<file path="config.mk">
export PLATFORM = sky130hd
export DESIGN_NAME = fb_fifo_reader
export DESIGN_NICKNAME = d
export VERILOG_FILES = /design/src/rtl/fb_fifo_pkg.sv /design/src/rtl/fb_fifo_reader_buf.sv /design/src/rtl/fb_fifo_reader.sv
export SDC_FILE = /design/constraint.sdc
export NUM_CORES = 1
export LEC_CHECK = 0
export ABC_AREA = 0
export BUFFER_PORTS_ARGS = -buffer_cell sky130_fd_sc_hd__buf_2
export CAP_MARGIN = 10
export CORE_AREA = 2 2 290 149
export CTS_CLUSTER_SIZE = 25
export DETAILED_ROUTE_END_ITERATION = 10
export DIE_AREA = 0 0 292 151
export PLACE_DENSITY_LB_ADDON = 0.05
export SLEW_MARGIN = 20
export SYNTH_ARGS = -nofsm -noshare
export SYNTH_HDL_FRONTEND = slang
export SYNTH_SLANG_ARGS = --single-unit
</file>
<file path="constraint.sdc">
create_clock -name clock -period 6.35 [get_ports clock]
set_clock_uncertainty 0.05 [all_clocks]
set_input_delay 0.635 -clock clock [delete_from_list [all_inputs] [get_ports clock]]
set_output_delay 0.635 -clock clock [all_outputs]
set_load 0.02 [all_outputs]
</file>
<file path="src/rtl/fb_fifo_pkg.sv">
// fb_fifo_pkg: shared field positions, widths, deframer states and beat type
package fb_fifo_pkg;
  localparam int DATA_WIDTH = 64;
  localparam int LEN_WIDTH  = 16;
  localparam int OPCODE_MSB = 63;
  localparam int OPCODE_LSB = 56;
  localparam int LEN_MSB    = 15;
  localparam int LEN_LSB    = 0;
  typedef enum logic {HDR, PAY} state_t;
  typedef struct packed {
    logic [DATA_WIDTH-1:0] data;
    logic [7:0]            opcode;
    logic                  sop;
    logic                  eop;
  } beat_t;
endpackage

</file>
<file path="src/rtl/fb_fifo_reader_buf.sv">
// fb_fifo_reader_buf: small synchronous FIFO of beats with occupancy count
module fb_fifo_reader_buf
  import fb_fifo_pkg::*;
#(
  parameter int DEPTH = 4,
  parameter int AW    = $clog2(DEPTH)
) (
  input  logic    clock,
  input  logic    reset_n,
  input  logic    wr,
  input  beat_t   wdata,
  input  logic    rd,
  output beat_t   head,
  output logic [AW:0] count
);
  beat_t mem [DEPTH];
  logic [AW-1:0] wp, rp;
  logic full, push, pop;
  assign full = count == (AW+1)'(DEPTH);
  assign pop  = rd && count != '0;
  assign push = wr && (!full || pop);
  assign head = mem[rp];
  always_ff @(posedge clock)
    if (push) mem[wp] <= wdata;
  always_ff @(posedge clock) begin
    if (!reset_n) begin
      wp    <= '0;
      rp    <= '0;
      count <= '0;
    end else begin
      if (push) wp <= wp + AW'(1);
      if (pop) rp <= rp + AW'(1);
      count <= count + (AW+1)'(push) - (AW+1)'(pop);
    end
  end
endmodule

</file>
<file path="src/rtl/fb_fifo_reader.sv">
// fb_fifo_reader: Avalon-MM FIFO read master that deframes words into a tagged command-beat stream
module fb_fifo_reader
  import fb_fifo_pkg::*;
#(
  parameter int DATA_WIDTH = 64,
  parameter int LEN_WIDTH  = 16,
  parameter int OUT_DEPTH  = 4
) (
  input  logic                  clock,
  input  logic                  reset_n,
  output logic                  avm_read,
  input  logic                  avm_waitrequest,
  input  logic [DATA_WIDTH-1:0] avm_readdata,
  output logic                  cmd_valid,
  input  logic                  cmd_ready,
  output logic [DATA_WIDTH-1:0] cmd_data,
  output logic [7:0]            cmd_opcode,
  output logic                  cmd_sop,
  output logic                  cmd_eop,
  output logic [31:0]           pkt_count,
  output logic                  idle
);
  localparam int CW = $clog2(OUT_DEPTH) + 1;
  state_t state, state_d;
  logic [LEN_WIDTH-1:0] rem, rem_d, len;
  logic [7:0] op, op_d;
  logic inflight, run;
  logic [CW-1:0] count;
  beat_t beat, head;
  // the word in flight always owns a slot, so a same-cycle pop is deliberately not credited
  assign avm_read   = run && (32'(count) + 32'(inflight) < 32'(OUT_DEPTH));
  assign len        = LEN_WIDTH'(avm_readdata[LEN_MSB:LEN_LSB]);
  assign cmd_valid  = count != '0;
  assign cmd_data   = cmd_valid ? head.data : '0;
  assign cmd_opcode = cmd_valid ? head.opcode : '0;
  assign cmd_sop    = cmd_valid && head.sop;
  assign cmd_eop    = cmd_valid && head.eop;
  assign idle       = !cmd_valid && !inflight && state == HDR;
  always_comb begin
    state_d     = state;
    rem_d       = rem;
    op_d        = op;
    beat.data   = avm_readdata;
    beat.opcode = state == HDR ? avm_readdata[OPCODE_MSB:OPCODE_LSB] : op;
    beat.sop    = state == HDR;
    beat.eop    = state == HDR ? len == '0 : rem == LEN_WIDTH'(1);
    if (inflight && state == HDR) begin
      op_d    = beat.opcode;
      rem_d   = len;
      state_d = len == '0 ? HDR : PAY;
    end else if (inflight) begin
      rem_d   = rem - LEN_WIDTH'(1);
      state_d = beat.eop ? HDR : PAY;
    end
  end
  always_ff @(posedge clock) begin
    if (!reset_n) begin
      state     <= HDR;
      rem       <= '0;
      op        <= '0;
      inflight  <= 1'b0;
      run       <= 1'b0;
      pkt_count <= '0;
    end else begin
      state     <= state_d;
      rem       <= rem_d;
      op        <= op_d;
      inflight  <= avm_read && !avm_waitrequest;
      run       <= 1'b1;
      pkt_count <= pkt_count + 32'(cmd_valid && cmd_ready && cmd_eop);
    end
  end
  fb_fifo_reader_buf #(.DEPTH(OUT_DEPTH)) u_buf (
    .clock  (clock),
    .reset_n(reset_n),
    .wr     (inflight),
    .wdata  (beat),
    .rd     (cmd_ready),
    .head   (head),
    .count  (count)
  );
endmodule

</file>
==> metrics, run 1 <==
cell-internal power=4.57 mW; 1st-iter DRT viols=523; Global Route Usage Sum=15.3%; drc violations=0; DRT Pass-1 Iters=4; fill cell count=3761; initial antenna violation count=0; Worst EP required=6.49 ns; number of synthesized flops with an enable pin=296; Initial Util=34.7%; CP top delay family=simple AND/OR/NAND/NOR gates; Main synth FF type=edfxtp_1; Die Area=44100 µm²; Pins Over Slew Limit=0; Total Wirelength=33.4 mm; Seq/Total Area, Yosys=71.4%; core box area=41400 µm²; layout cells sized above 1=32.0%; Antenna diodes=0; CTS buffer count=36; relative slew slack=37.3%; Post-Layout Cell Count=1614; cell total after placement=1548; Setup CP Type=flop to flop; startpoint types=flop; Die X=292 µm; Vias=7972; Routed WL per cell=20.7 µm; mux contribution to synthesized area=12.3%; Comb pwr share=24.4%; crit path DAT=3.73 ns; Max VDD drop=140 µV; TritonCTS clock tree=done; worst-path cell chain=inv_1 -> a31oi_1 -> and2_4 -> buf_4; Yosys cell types=45; endpoints failing hold=0; first-pass GRT wire length=51.0 mm; Fmax=279 MHz; Synthesis Warnings=0; Congestion Overflow GR=0; Synth Area in XOR/XNOR=2.01%; unrepaired setup endpoints after global routing=false; simple-gate area share of the yosys netlist=9.10%; Crit. End Element=flop; Max clock buf depth=3; number of global-route vias before repair=8199; critical path buffer and inverter count=2; Worst-path clk slew=0.06 ns; sw frac=29.9%; average size of a mapped cell=16.9 µm²; IO buf count=176; Critical-path top delay cell=and2_4; most frequent cells in the layout=edfxtp_1, buf_2, and2_1; vias per cell=4.94; Post-Route Setup TNS=0 ns; largest net degree at the start of global routing=57; Skew-Pair Late Insertion Delay=0.53 ns; LEAKAGE=5.89 nW; Post-Syn Area=14400 µm²; Clock Power Share=33.6%; ANT nets after route=0; commonest non-fill, non-tap cell in the layout=edfxtp_1; area grow syn2layout=19.1%; Hold Crit Class=primary input to flop; pin slew with the least headroom to its limit=0.940 ns; # Max-Cap Violations=0; Synth Area in Compound Gates=2.76%; Yosys reg bits=364; fin nets=1116; Power Density=382 nW/µm²; die height=151 µm; post-layout min period=3.59 ns; status=finished clean; CTS Hold Bufs=0; CTS resizes=0; CP max stage delay=0.90 ns; Net Sw Power=1.95 mW; # IOs=177; fin crit share=56.5%; register share of total power=42.0%; Synth Area in Adders=1.10%; standard-cell rows=53; Placer Congestion=0.769; main combinational cell family by area after synthesis=multiplexers; Syn Inst Count=849; H-tree Lvls=2; clk sinks=364; Post-CTS Setup Bufs=0; dpl hpwl=20.0 mm; syn_nets=929; Async SR Flop Fraction=0%; root buf cell=clkbuf_16; Final Setup Violations=0; Max FO, Critical Path=54
==> power by group through the flow <==
stage,clock network [mW],registers (mW),logic [mW]
5_1_grt,2.35,2.76,1.75
6_report,2.19,2.74,1.59
3_3_place_gp,0,2.80,1.64
4_1_cts,2.26,2.75,1.65
2_1_floorplan,0,2.73,1.13
3_5_place_dp,0,2.80,1.64
==> cell type report <==
type,instances,area [µm²],share of cell area (%)
Multi-Input combinational cell,433,3930,23.0
Inverter,12,45.0,0.263
Timing Repair Buffer,189,978,5.72
Tap cell,550,688,4.02
Clock buffer,50,1030,6.00
Clock inverter,16,184,1.08
Sequential cell,364,10300,60.0
==> per-stage QoR <==
stage	worst slack [ns]	hold WS, ns	power, mW	util, %	area (µm²)
6_report	2.76	0.242	6.53	41.3	17100
3_3_place_gp	2.78	0.389	4.44	38.4	15900
4_1_cts	2.62	0.215	6.66	41.3	17100
3_5_place_dp	2.66	0.393	4.44	38.4	15900
2_1_floorplan	2.99	0.383	3.86	-	14400
5_1_grt	2.40	0.214	6.86	41.3	17100
==> worst register-to-register path: stages, from the launching register on <==
cell and delay [ns]:
dfxtp_1 0.79, inv_1 0.40, a31oi_1 0.64, and2_4 0.90, buf_4 0.48
==> cell families (layout without fill, tap and decap cells) <==
kind of cell,count (synthesis),after routing
AO/OA/AOI/OAI,64,64
buffers and inverters,52,267
multiplexers,83,83
adder cells (fa/ha/maj),12,12
flip-flops,364,364
XOR/XNOR,33,33
AND/OR/NAND/NOR,241,241
==> worst paths after layout <==
kind	from	to	slack, ns	cells past startpoint
min reg2reg	op[7]	op[7]	0.40	2
max reg2reg	inflight	u_buf.mem[0][46]	2.76	4
max	inflight	u_buf.mem[0][46]	2.76	4
min	avm_waitrequest	inflight	0.24	2
==> state kept, by name (all words and copies together), names as in the netlist, named ones only <==
name,count
u_buf.mem,296
pkt_count,32
rem,16
op,8
u_buf.count,3
u_buf.rp,2
u_buf.wp,2
inflight,1
run,1
state,1
==> layer usage <==
layer	share of wire (%)	GRT usage, %	up-vias
li1	-	-	3668
met1	50	22.8	4086
met2	44	23.1	180
met3	4.9	3.43	38
met4	1.3	3.12	0
met5	0	0	-
==> cells in the mapped netlist, drive strengths merged (2+ instances only) <==
| master | n | area, µm² |
|---|---|---|
| a211oi | 4 | 30.0 |
| a21oi | 24 | 120 |
| a221oi | 3 | 26.3 |
| a22o | 3 | 26.3 |
| a22oi | 7 | 52.6 |
| a31oi | 6 | 37.5 |
| and2 | 84 | 526 |
| and3 | 5 | 31.3 |
| and4 | 3 | 26.3 |
| buf | 11 | 41.3 |
| clkbuf | 29 | 109 |
| dfxtp | 68 | 1360 |
| edfxtp | 296 | 8890 |
| ha | 11 | 138 |
| inv | 12 | 45.0 |
| mux2 | 8 | 90.1 |
| mux4 | 74 | 1670 |
| nand2 | 31 | 116 |
| nand3 | 17 | 85.1 |
| nand3b | 2 | 15.0 |
| nand4 | 11 | 68.8 |
| nor2 | 51 | 191 |
| nor3 | 11 | 55.1 |
| nor3b | 2 | 15.0 |
| nor4 | 8 | 50.1 |
| o211ai | 2 | 15.0 |
| o21ai | 9 | 45.0 |
| o22ai | 2 | 12.5 |
| or2 | 2 | 12.5 |
| or3 | 6 | 40.0 |
| or4 | 6 | 57.6 |
| xnor2 | 9 | 78.8 |
| xor2 | 24 | 210 |
Note: power is estimated with default switching activity, not from simulation.
==> run 2, diff against run 1 <==
Settings changed: ABC_AREA 0 to 1, CORE_AREA 2 2 290 149 to 2 2 299 153, DIE_AREA 0 0 292 151 to 0 0 301 155.
Clock period 6.35 ns to 3.6 ns, I/O delays scaled along.
==> run 2 against run 1 <==
Flip-flop and latch count stayed put. Highest routed layer unchanged. Critical path type is now flop to output pin. Global-route usage is 2.3 points higher. Routed wire length is 24% higher. Largest cell class unchanged.
==> metrics, run 2 <==
status=finished clean; layout cells sized above 1=17.1%; Worst-path clk slew=0.07 ns; Post-Layout Cell Count=2287; Pins Over Slew Limit=0; register area=10300 µm²; fin nets=1742; core box area=44400 µm²; die height=155 µm; LEAKAGE=6.66 nW; Post-Route Setup TNS=0 ns; # Max-Cap Violations=0; simple-gate area share of the yosys netlist=16.1%; Max VDD drop=304 µV; syn_nets=1539; Congestion Overflow GR=0; Post-Syn Area=15300 µm²; synth top area cells=edfxtp_1, nor2_1, dfxtp_1; Max clock buf depth=3; PnR Total Power=11.5 mW; H-tree Lvls=2; crit path DAT=2.67 ns; Main synth FF type=edfxtp_1; initial antenna violation count=0; ANT nets after route=0; largest net degree at the start of global routing=73; unrepaired setup endpoints after global routing=false; CP top delay family=buffers and inverters; worst-path cell chain=buf_4 -> nor2_1 -> nor2_1 -> o21ai_0 -> a21oi_1 -> buf_2; Final Setup Violations=0; biggest regs=u_buf.mem: 296 flops, pkt_count: 32 flops, rem: 16 flops; pin slew with the least headroom to its limit=0.813 ns; IO buf count=176; standard-cell rows=55; main combinational cell family by area after synthesis=simple AND/OR/NAND/NOR gates; area of the multi-input gates=4380 µm²; average size of a mapped cell=10.5 µm²; Initial Util=34.4%; number of global-route vias before repair=10400; Placer Congestion=0.915; relative slew slack=45.2%; r2r setup slk=0.92 ns; mux contribution to synthesized area=0%; Die X=301 µm; Setup CP Type=flop to output pin; most numerous cell in the Yosys netlist=nor2_1; Synth Area in XOR/XNOR=0.516%; Total Wirelength=41.4 mm; drc violations=0; Min Hold Slack=0.0335 ns; first-pass GRT wire length=63.3 mm; endpoints failing hold=0; critical path buffer and inverter count=2; Synthesis Warnings=0; fin crit share=85.6%; cell repeated most along the worst path=nor2_1; area grow syn2layout=19.9%; Yosys reg bits=364; TritonCTS clock tree=done; fill cell count=4379; # IOs=177; post-layout min period=3.08 ns; Critical-path top delay cell=buf_4; most frequent cells after synthesis=nor2_1, edfxtp_1, o21ai_0; vias per cell=4.74; Crit. End Element=output pin; Vias=10800; Largest Register=u_buf.mem; top-area cell type share of the netlist area=58.2%; leading area contributor after synthesis=edfxtp_1; Global Route Usage Sum=17.6%; Hold Crit Class=primary input to flop; most frequent cells in the layout=nor2_1, edfxtp_1, o21ai_0; Syn Inst Count=1459; number of synthesized flops with an enable pin=296; startpoint types=flop; Antenna diodes=0; Worst EP required=3.19 ns; Synth Area in Compound Gates=10.8%; CTS buffer count=36; Yosys cell types=36; Fmax=324 MHz; DRT Pass-1 Iters=5; cell total after placement=2181; Skew-Pair Late Insertion Delay=0.53 ns; Max FO, Critical Path=68; root buf cell=clkbuf_16; commonest non-fill, non-tap cell in the layout=nor2_1; Synth Area in Adders=1.03%; clk sinks=364; Seq/Total Area, Yosys=67.2%; max FFs per register=296; Die Area=46700 µm²; Async SR Flop Fraction=0%; dpl hpwl=25.2 mm; 1st-iter DRT viols=748; Power Density=630 nW/µm²; CP max stage delay=0.70 ns; Routed WL per cell=18.1 µm
run 2: cell count changes in the layout (fill, tap and decap cells not counted), sizes merged, moves of 26 or more:
cell	change
nor2	+335
o21ai	+176
a21oi	+100
nand2	+97
and2	-84
inv	+77
mux4	-74
dlygate4sd3	+41
nand3	+26
run 2: layer usage:
layer	vias to the layer above	routed length, µm	GRT usage (%)
met5	-	0	0
met4	0	530	3.03
met3	44	2360	4.15
met2	225	17200	25.5
met1	5170	21300	26.9
li1	5408	-	-
run 2: layout make-up:
| class | count | share of cell area, % |
|---|---|---|
| Sequential cell | 364 | 56.0 |
| Multi-Input combinational cell | 932 | 23.9 |
| Tap cell | 598 | 4.09 |
| Timing Repair Buffer | 238 | 8.05 |
| Clock inverter | 21 | 0.902 |
| Inverter | 90 | 1.86 |
| Clock buffer | 44 | 5.14 |
run 2: power breakdown:
part / switching [mW] / internal, mW
sequential: 0.113 / 4.68
clock: 1.62 / 2.01
combinational: 2.21 / 0.880
run 2: stage by stage:
stage               utilization (%)  area [µm²]  setup WS, ns
global route                   41.2       18300         0.301
CTS                            41.2       18300         0.457
floorplan                         -       15300        -0.738
finish                         41.2       18300         0.517
global placement               37.8       16800          1.03
detailed placement             37.8       16800         0.978
run 2: path summary, 6_finish.rpt:
path,start,end,cells after the start
hold / removal,avm_readdata[63],u_buf.mem[2][73],1
setup / recovery,flop,cmd_data[17],6
hold reg to reg,op[0],op[0],2
setup reg to reg,flop,pkt_count[18],14
run 2: cell families (layout without fill, tap and decap cells):
family,count (synthesis),count (layout)
flip-flops,364,364
XOR/XNOR,9,9
buffers and inverters,163,393
AND/OR/NAND/NOR,589,589
AO/OA/AOI/OAI,322,322
adder cells (fa/ha/maj),12,12
run 2: timing repair:
item	CTS	global route
hold buffers	41	0
endpoints found under the setup margin	0	0
resized for setup	0	0
buffers inserted	0	0
hold endpoints to repair	161	0
